File: config.mk
export PLATFORM = sky130hd
export DESIGN_NAME = rvfi_wb_responder
export DESIGN_NICKNAME = d
export VERILOG_FILES = /design/src/rtl/rvfi_wb_responder.sv
export SDC_FILE = /design/constraint.sdc
export NUM_CORES = 1
export LEC_CHECK = 0
export CORE_MARGIN = 2
export CORE_UTILIZATION = 35
export CTS_CLUSTER_SIZE = 28
export DETAILED_ROUTE_END_ITERATION = 10
export GPL_ROUTABILITY_DRIVEN = 0
export HOLD_SLACK_MARGIN = 0.1
export PLACE_DENSITY_LB_ADDON = 0.08
export SETUP_SLACK_MARGIN = 0.4
export SYNTH_ARGS = -nofsm -noshare
export SYNTH_HDL_FRONTEND = slang
export SYNTH_SLANG_ARGS = --single-unit
export TNS_END_PERCENT = 10
File: constraint.sdc
create_clock -name clock -period 2.1 [get_ports clock]
set_clock_uncertainty 0.05 [all_clocks]
set_input_delay 0.315 -clock clock [delete_from_list [all_inputs] [get_ports clock]]
set_output_delay 0.315 -clock clock [all_outputs]
set_load 0.05 [all_outputs]
File: src/rtl/rvfi_wb_responder.sv
// Multi-channel Wishbone-classic responder for core test harnesses: stall-controlled ack latency, external read data, sticky protocol-violation flag.
// Optional bounded-wait fairness (forced response after MAX_WAIT stalled cycles) is enabled by defining RVFI_WB_FAIRNESS_EN.
module rvfi_wb_responder #(
  parameter int unsigned NCH      = 2,
  parameter int unsigned AW       = 32,
  parameter int unsigned DW       = 32,
  parameter int unsigned MAX_WAIT = 7
) (
  input  logic                  clock,
  input  logic                  resetn,
  input  logic [NCH-1:0]        i_cyc,
  input  logic [NCH*AW-1:0]     i_adr,
  input  logic [NCH-1:0]        i_we,
  input  logic [NCH*DW/8-1:0]   i_sel,
  input  logic [NCH*DW-1:0]     i_dat,
  output logic [NCH-1:0]        o_ack,
  output logic [NCH*DW-1:0]     o_rdt,
  input  logic [NCH-1:0]        i_stall,
  input  logic [NCH*DW-1:0]     i_rdata,
  output logic [NCH-1:0]        o_err,
  output logic [NCH-1:0]        o_busy
);

  localparam int unsigned SW = DW / 8;
  localparam int unsigned CW = $clog2(MAX_WAIT + 1);

  typedef enum logic [1:0] {
    ST_IDLE = 2'd0,
    ST_WAIT = 2'd1,
    ST_RESP = 2'd2
  } state_e;

  for (genvar c = 0; c < NCH; c++) begin : g_ch
    state_e          state_q;
    logic [CW-1:0]   cnt_q;
    logic [AW-1:0]   adr_q;
    logic            we_q;
    logic [SW-1:0]   sel_q;
    logic [DW-1:0]   dat_q;
    logic            ack_q;
    logic            busy_q;
    logic            err_q;
    logic [DW-1:0]   rdt_q;

    logic [AW-1:0]   adr;
    logic [SW-1:0]   sel;
    logic [DW-1:0]   dat;
    logic [DW-1:0]   rdata;
    logic            mismatch_c;
    logic            force_c;

    assign adr   = i_adr[c*AW +: AW];
    assign sel   = i_sel[c*SW +: SW];
    assign dat   = i_dat[c*DW +: DW];
    assign rdata = i_rdata[c*DW +: DW];

    // Master must hold the request stable until ack; write data only matters for writes.
    assign mismatch_c = (adr != adr_q) || (i_we[c] != we_q) || (sel != sel_q) ||
                        (we_q && (dat != dat_q));

`ifdef RVFI_WB_FAIRNESS_EN
    assign force_c = (cnt_q == CW'(MAX_WAIT - 1));
`else
    assign force_c = 1'b0;
`endif

    always_ff @(posedge clock or negedge resetn) begin
      if (!resetn) begin
        state_q <= ST_IDLE;
        cnt_q   <= '0;
        adr_q   <= '0;
        we_q    <= 1'b0;
        sel_q   <= '0;
        dat_q   <= '0;
        ack_q   <= 1'b0;
        busy_q  <= 1'b0;
        err_q   <= 1'b0;
        rdt_q   <= '0;
      end else begin
        case (state_q)
          ST_IDLE: begin
            ack_q <= 1'b0;
            if (i_cyc[c]) begin
              adr_q   <= adr;
              we_q    <= i_we[c];
              sel_q   <= sel;
              dat_q   <= dat;
              cnt_q   <= '0;
              state_q <= ST_WAIT;
              busy_q  <= 1'b1;
            end
          end
          ST_WAIT: begin
            if (!i_cyc[c]) begin
              // Abort takes priority over a simultaneous release of stall.
              state_q <= ST_IDLE;
              busy_q  <= 1'b0;
            end else begin
              if (mismatch_c) begin
                err_q <= 1'b1;
              end
              if (!i_stall[c] || force_c) begin
                state_q <= ST_RESP;
                ack_q   <= 1'b1;
                rdt_q   <= we_q ? '0 : rdata;
              end else if (cnt_q != CW'(MAX_WAIT)) begin
                cnt_q <= cnt_q + CW'(1);
              end
            end
          end
          ST_RESP: begin
            state_q <= ST_IDLE;
            ack_q   <= 1'b0;
            busy_q  <= 1'b0;
          end
          default: begin
            state_q <= ST_IDLE;
            ack_q   <= 1'b0;
            busy_q  <= 1'b0;
          end
        endcase
      end
    end

`ifdef RVFI_WB_FAIRNESS_EN
    // Forced response must fire before the wait counter can saturate.
    always_ff @(posedge clock) begin
      if (resetn && (state_q == ST_WAIT)) begin
        assert (cnt_q != CW'(MAX_WAIT));
      end
    end
`endif

    assign o_ack[c]          = ack_q;
    assign o_busy[c]         = busy_q;
    assign o_err[c]          = err_q;
    assign o_rdt[c*DW +: DW] = rdt_q;
  end

endmodule

Word level (Yosys, flattened, before mapping). Index checks and enable logic that the tools add are counted. W data, S select, Z words.

Register bits: 212. Output and inout port bits: 70. Word-level logic and storage cells: 84.

Equal/unequal tests: 20. Mux-type cells: 22. Bitwise operators: 2. Reductions and logical operators: 22.

Operators with widths (number): $ne A32 B32 Y1 (4); $mux W32 (2); $ne A2 B2 Y1 const B (8); $reduce_and A2 Y1 (8); $mux W2 (6); $reduce_and A3 Y1 (4); $mux W1 (10); $ne A4 B4 Y1 (2); $pmux W2 S2 (2); $logic_or A1 B1 Y1 (6); $ne A3 B3 Y1 const B (2); $eq A2 B1 Y1 const B (2); $logic_not A2 Y1 (2); $pmux W1 S2 (2); $logic_and A1 B1 Y1 (2); $ne A1 B1 Y1 (2); $not A1 Y1 (2).

Longest topological paths before layout. Gate-level depths: netlist of run 1.

Word-level depth: 5. Gate-level depth with buffers: 7. Depth with buffers taken out: 5.

Worst setup path after synthesis of run 1. No wires, ideal clock.

Kind: register to register. Start point: reg g_ch[1].we_q. End point: reg g_ch[1].err_q. Setup time: 126 ps. Arrival: 1482 ps. Path slack: 441 ps. Stages on the path, launching flop included: 7. Path buffers: 1. Cell sequence: dfrtp_1 -> buf_6 -> xor2_1 -> nor4_1 -> nand4_1 -> o31a_1 -> a311o_1.

Cells in the longest elaborated chain, start to end: 5. Elaborated cells between the ends (all ways): 6. Classes of those cells: eq/ne: 1; reduce/logical: 5.

RTL lines: start: declaration (line 37) `logic we_q;`; start signal: assignment (line 85) `we_q <= i_we[c];`; $ne A1 B1 Y1 (line 58) `assign mismatch_c = (adr != adr_q) || (i_we[c] != we_q) || (sel != sel_q) ||`; $logic_or A1 B1 Y1 (2 in a row) (line 58); $logic_or A1 B1 Y1 (*) (line 58); $reduce_and A3 Y1 (no line) (*); end signal: assignment (line 77) `err_q <= 1'b0;`; end signal: assignment (line 100) `err_q <= 1'b1;`; end: declaration (line 42) `logic err_q;`.

Mark *: on every way between the ends. The rest lies on a longest branch, timed or not. A chain may end at the register's enable or synchronous reset.

Worst setup path in the final report of run 1.
Start point: reg g_ch[0].sel_q[0]. End point: reg g_ch[0].err_q.

Cells in the longest elaborated chain, start to end: 4.

RTL lines: start: declaration (line 38) `logic [SW-1:0] sel_q;`; start signal: assignment (line 86) `sel_q <= sel;`; $ne A4 B4 Y1 (line 58); $logic_or A1 B1 Y1 (2 in a row) (line 58); $reduce_and A3 Y1 (no line); end signal: assignment (line 77); end signal: assignment (line 100); end: declaration (line 42).

Every way passes these cells.

==> impl_results.md, run 1 <==
* Antenna violation net count after detailed routing at 0
* Maximum achievable frequency at 554 MHz
* Period minus WS final at 1.81 ns
* Power Dens Cells at 1020 nW/um^2
* WP data required at 2.45 ns
* Leading cell types by count after synthesis: 212 x dfrtp_1, 138 x mux2_1, 72 x nand2_1, 70 x xor2_1, 68 x xnor2_1
* Max Cap Violations at 0
* Max incr delay on CP at 0.38 ns
* Sequential share of power at 39.9%
* FFs w/ async S/R, synth at 100%
* H-tree Lvls at 1
* Nets at 1288
* Total clock sinks at 212
* Initial drt markers at 271
* Crit path max-delay cell type: dfrtp_1
* Internal Pwr Total at 9.34 mW
* Clock root buffer: clkbuf_16
* Status: finished, final reports clean
* Total core area at 27100 um^2
* Drt total wl at 22700 um
* Via density at 4.49
* Initial antenna violation count at 2
* Starting density of the core at 35.9%
* Die Ht at 171 um
* WL/cell at 15.5 um
* Layout cells sized above 1 at 8.40%
* Placed insts at 1424
* Area leader, netlist: dfrtp_1
* Synthesis-to-finish area growth at 42.1%
* Reg2reg setup slack at 0.29 ns
* Combinational power share at 30.9%
* FP Rows at 60
* Die W at 171 um
* Worst vdd ir at 594 uV
* Clock Latency Late Sink at 0.51 ns
* Boundary Pins at 278
* First-pass GRT wire length at 36100 um
* Synth warnings at 0
* Grt ovf at 0
* Slew Limit Fails at 0
* Port Buffers at 277
* Pwr Total at 14.0 mW
* Switching share of power at 33.5%
* DP HPWL at 16400 um
* Post-CTS Setup Repair Bufs at 0
* CP arrival at 2.15 ns
* Clock transition at path regs at 0.06 ns
* Layout Utilization at 51.0%
* Top cell type's share of synthesized area at 54.6%
* Cells after synthesis at 796
* Detailed Routing Iterations Pass 1 at 4
* Vias at 6591
* Leak at 5.85 nW
* RSZ-0062 raised after global routing: true
* Ranking of synthesized cells by area: dfrtp_1 55%, mux2_1 16%, xor2_1 6.3%
* Top_reg_cell synth: dfrtp_1
* Die area at 29100 um^2
* NetSw at 4.71 mW
* Max clock buf depth at 3
* Cell chain of the critical path: xor2_1 -> nor4_1 -> buf_4 -> nand4_1 -> o31a_1 -> a311o_1
* Max FO, Critical Path at 2
* Vias in the first global route at 6694
* Tot GR Track Use at 15.5%
* Largest net degree at the start of global routing at 67
* Most frequent cell after synthesis: dfrtp_1
* Final Non-Filler Cells at 1468
* Drc violations at 0
* Final Hold Viols at 0
* Setup crit start kind: register
* Post-synth EDFFs at 0
* Class of the worst hold path: input port to asynchronous set/reset pin
* Final period utilization at 86.0%
* Cell Area, Synth at 9720 um^2
* Number of synthesized register bits at 212
* Least-Margin Pin Slew at 0.573 ns
* Mapped Avg Cell Area at 12.2 um^2
* Syn nets at 1004
* Max transition margin at 61.9%
* Sequential element share of the synthesized area at 54.6%
* Crit. End Element: register
* Hold WS at 0.236 ns
* WS Path Type: register to register
* Setup Viol. Count Final at 0
* Fill cells at 2485
* Clock power frac at 29.2%
* CTS tree: yes
* Netlist cell types at 30
* TritonCTS Buffers at 25
metal layers:
metal | GRT usage (%) | vias to the layer above | routed length [um]
li1 | - | 3260 | -
met1 | 19.5 | 3119 | 9660
met2 | 26.0 | 178 | 10800
met3 | 5.25 | 32 | 1800
met4 | 3.46 | 2 | 422
met5 | 0 | - | 13
worst max-delay path, delay by kind of cell (launching register included):
kind            cells  cell delay (ns)
buf+inv             1             0.17
simple gates        2             0.38
flops               1             0.38
compound gates      2             0.54
xor+xnor            1             0.16
cell families after synthesis:
logic type      Yosys count  share of synthesized area (%)
compound gates           74                           4.04
xor+xnor                138                           12.4
buf+inv                  46                           2.59
flops                   212                           54.6
mux                     138                           16.0
simple gates            188                           10.4
path summary, 6_finish.rpt:
path,start,endpoint,cells past startpoint
worst min-delay path,resetn,g_ch[0].dat_q[3],2
min in group clock,i_rdata[40],g_ch[1].rdt_q[8],3
max in group asynchronous,resetn,g_ch[0].dat_q[19],3
worst max-delay path,g_ch[0].sel_q[0],g_ch[0].err_q,6
worst max register to register,g_ch[0].sel_q[0],g_ch[0].err_q,6
worst min register to register,g_ch[0].state_q[1],g_ch[0].busy_q,1
power by group through the flow:
stage / sequential [mW] / combinational [mW] / clock, mW
global route: 5.73 / 4.71 / 4.47
global placement: 5.64 / 4.58 / 0
floorplan: 6.81 / 1.74 / 0
CTS: 5.61 / 4.38 / 4.27
detailed placement: 5.69 / 4.60 / 0
finish: 5.60 / 4.34 / 4.10
state kept, by name, summed over array words and instances, names as in the netlist:
register	cells
g_ch.dat_q	64
g_ch.adr_q	64
g_ch.sel_q	8
g_ch.we_q	2
g_ch.ack_q	2
g_ch.rdt_q	64
g_ch.state_q	4
g_ch.busy_q	2
g_ch.err_q	2
area by class of cell:
class	count	area, um^2	area share [%]
Antenna cell	1	2.50	0.0181
Clock buffer	39	758	5.49
Clock inverter	3	21.3	0.154
Inverter	4	15.0	0.109
Multi-Input combinational cell	538	4260	30.8
Sequential cell	212	5310	38.4
Tap cell	372	465	3.37
Timing Repair Buffer	299	2980	21.6
layout by cell type (no fill, tap or decap), types with 4 or more instances in the layout:
master and instances:
dfrtp_1 212, clkdlybuf4s50_1 206, mux2_1 138, nand2_1 71, xor2_1 69, xnor2_1 66, o21ai_1 64, nand2b_1 60
dlygate4sd2_1 60, clkbuf_16 25, nand4_1 20, buf_4 11, nor4_1 10, nor4_2 10, buf_12 10, clkbuf_8 8
nand2b_2 6, clkbuf_1 6, clkdlybuf4s15_2 6, clkbuf_2 4
timing repair:
item,in CTS,in global routing
endpoints found under the hold margin,212,0
hold buffers,1,0
pin swaps,6,17
gates resized for setup,83,20
cloned,0,0
setup endpoints to repair,72,68
per-stage QoR:
stage	setup slack (ns)	cell area, um^2	TNS [ns]
after CTS	0.248	13700	0
after global routing	0.238	13800	0
after detailed placement	-0.173	13000	-0.340
after global placement	-0.166	13000	-0.314
final	0.295	13800	0
after floorplan	0.441	9720	0
(Power assumes the default switching activity.)
==> run 2, diff against run 1 <==
--- a/config.mk
+++ b/config.mk
@@ -12,6 +12,7 @@
 export GPL_ROUTABILITY_DRIVEN = 0
 export HOLD_SLACK_MARGIN = 0.1
 export PLACE_DENSITY_LB_ADDON = 0.08
+export RECOVER_POWER = 25
 export SETUP_SLACK_MARGIN = 0.4
 export SYNTH_ARGS = -nofsm -noshare
 export SYNTH_HDL_FRONTEND = slang
==> run 2 against run 1 <==
Compared with the run above: power about the same; design area about the same; setup slack unchanged; critical endpoint unchanged; via count about the same; clock power about the same; largest cell class unchanged; final cell count unchanged; maximum frequency unchanged; utilization about the same; clock-buffer cell count unchanged; first-iteration DRC count unchanged; sequential power about the same.
==> impl_results.md, run 2 (synthesis results as in run 1) <==
* Status: finished, final reports clean
* Top flop regs: g_ch.adr_q x64, g_ch.dat_q x64, g_ch.rdt_q x64
* Worst vdd ir at 594 uV (about the same)
* Vias at 6590 (-0.015%)
* Switching share of power at 33.5% (about the same)
* Pwr Total at 14.0 mW (about the same)
* Sequential share of power at 39.9% (about the same)
* Synthesis-to-finish area growth at 42.0% (about the same)
* Starting density of the core at 35.9% (unchanged)
* DP HPWL at 16400 um (unchanged)
* WS Path Type: register to register
* Detailed Routing Iterations Pass 1 at 4 (unchanged)
* Largest net degree at the start of global routing at 67 (unchanged)
* Slew Limit Fails at 0 (unchanged)
* Power Dens Cells at 1020 nW/um^2 (about the same)
* Via density at 4.49 (about the same)
* WL/cell at 15.5 um (unchanged)
* Tot GR Track Use at 15.5% (unchanged)
* Setup tns final at 0 ns (unchanged)
* Crit path max-delay family: compound AO/OA/AOI/OAI gates
* NetSw at 4.71 mW (about the same)
* Initial drt markers at 271 (unchanged)
* TritonCTS Buffers at 25 (unchanged)
* Post-CTS Setup Repair Bufs at 0 (unchanged)
* Clock transition at path regs at 0.06 ns (about the same)
* Leak at 5.84 nW (about the same)
* Die area at 29100 um^2 (unchanged)
* Antenna violation net count after detailed routing at 0 (unchanged)
* Grt ovf at 0 (unchanged)
* Placed insts at 1424 (unchanged)
* Setup crit start kind: register
* Clock power frac at 29.2% (about the same)
* Max incr delay on CP at 0.38 ns (about the same)
* Drc violations at 0 (unchanged)
* Nets at 1288 (unchanged)
* Setup Viol. Count Final at 0 (unchanged)
* Maximum achievable frequency at 554 MHz (unchanged)
* Clock Latency Late Sink at 0.51 ns (about the same)
* Initial antenna violation count at 2 (unchanged)
* Final Hold Viols at 0 (unchanged)
* Period minus WS final at 1.81 ns (unchanged)
* Most common cell after layout, fill and taps aside: dfrtp_1
* Port Buffers at 277 (unchanged)
* FP Rows at 60 (unchanged)
* Least-Margin Pin Slew at 1.16 ns (+0.587 ns)
* Die Ht at 171 um (unchanged)
* Clock root buffer: clkbuf_16
* Max Cap Violations at 0 (unchanged)
* Layout cells sized above 1 at 8.40% (unchanged)
* Total clock sinks at 212 (unchanged)
* Max clock buf depth at 3 (unchanged)
* Internal Pwr Total at 9.33 mW (about the same)
* CP bufs+invs at 1 (unchanged)
* Final period utilization at 86.0% (unchanged)
* Die W at 171 um (unchanged)
* Finished Cell Area at 13800 um^2 (about the same)
* Most frequent cells in the layout: 212 x dfrtp_1, 206 x clkdlybuf4s50_1, 138 x mux2_1, 71 x nand2_1, 69 x xor2_1
* Total core area at 27100 um^2 (unchanged)
* First-pass GRT wire length at 36100 um (unchanged)
* WP data required at 2.45 ns (about the same)
* Layout Utilization at 50.9% (about the same)
* Area post-placement at 13000 um^2 (unchanged)
* Final Non-Filler Cells at 1468 (unchanged)
* Crit path max-delay cell type: dfrtp_1
* Class of the worst hold path: input port to register
* Combinational power share at 30.9% (about the same)
* Boundary Pins at 278 (unchanged)
* Crit. End Element: register
* RSZ-0062 raised after global routing: true
* Cell chain of the critical path: xor2_1 -> nor4_1 -> buf_4 -> nand4_1 -> o31a_1 -> a311o_1
* CTS tree: yes
* Max FO, Critical Path at 2 (unchanged)
* Drt total wl at 22700 um (unchanged)
* Max transition margin at 22.6% (-39 points)
* H-tree Lvls at 1 (unchanged)
* CP arrival at 2.15 ns (about the same)
* Vias in the first global route at 6694 (unchanged)
==> run 2: final cells by class <==
| cell class | instances | area (um^2) |
|---|---|---|
| Inverter | 4 | 15.0 |
| Clock buffer | 39 | 758 |
| Timing Repair Buffer | 299 | 2970 |
| Tap cell | 372 | 465 |
| Clock inverter | 3 | 21.3 |
| Multi-Input combinational cell | 538 | 4260 |
| Fill cell | 2486 | 13300 |
| Sequential cell | 212 | 5310 |
| Antenna cell | 1 | 2.50 |
==> run 2: repair_timing <==
action,in CTS,in global routing
setup endpoints to repair,72,68
hold buffers,1,0
endpoints found under the hold margin,212,0
pin swaps,6,17
gates resized for setup,83,20
==> run 2: tightest hold or removal path: cells and delay by family <==
kind / cells / cell delay (ns)
AND/OR/NAND/NOR: 1 / 0.07
AO/OA/AOI/OAI: 1 / 0.05
buffers and inverters: 1 / 0.40
==> run 2: power groups by stage <==
stage	clock network [mW]	logic, mW	registers [mW]
2_1_floorplan	0	1.74	6.81
3_3_place_gp	0	4.58	5.64
3_5_place_dp	0	4.60	5.69
4_1_cts	4.27	4.38	5.61
5_1_grt	4.47	4.71	5.73
6_report	4.10	4.34	5.60
==> run 2: layer usage <==
| metal | share of wire [%] | track usage [%] | routed length, um |
|---|---|---|---|
| met5 | 0.057 | 0 | 13 |
| met1 | 43 | 19.5 | 9660 |
| met2 | 48 | 26.0 | 10800 |
| met3 | 7.9 | 5.25 | 1800 |
| met4 | 1.9 | 3.46 | 422 |
==> run 2: per-stage QoR <==
step | setup slack, ns | hold slack, ns
floorplan | 0.441 | -0.0306
global placement | -0.166 | 0.189
detailed placement | -0.173 | 0.186
CTS | 0.248 | 0.229
global route | 0.238 | 0.277
finish | 0.295 | 0.302
==> run 2: path summary, 6_finish.rpt <==
kind	slack, ns	start	cells after the start	to
setup / recovery	0.29	g_ch[0].sel_q[0]	6	g_ch[0].err_q
hold / removal	0.30	i_rdata[40]	3	g_ch[1].rdt_q[8]
setup reg to reg	0.29	g_ch[0].sel_q[0]	6	g_ch[0].err_q
hold reg to reg	0.41	g_ch[0].state_q[1]	1	g_ch[0].busy_q
max in group asynchronous	0.56	resetn	3	g_ch[0].dat_q[19]
min in group asynchronous	0.53	resetn	2	g_ch[0].dat_q[3]
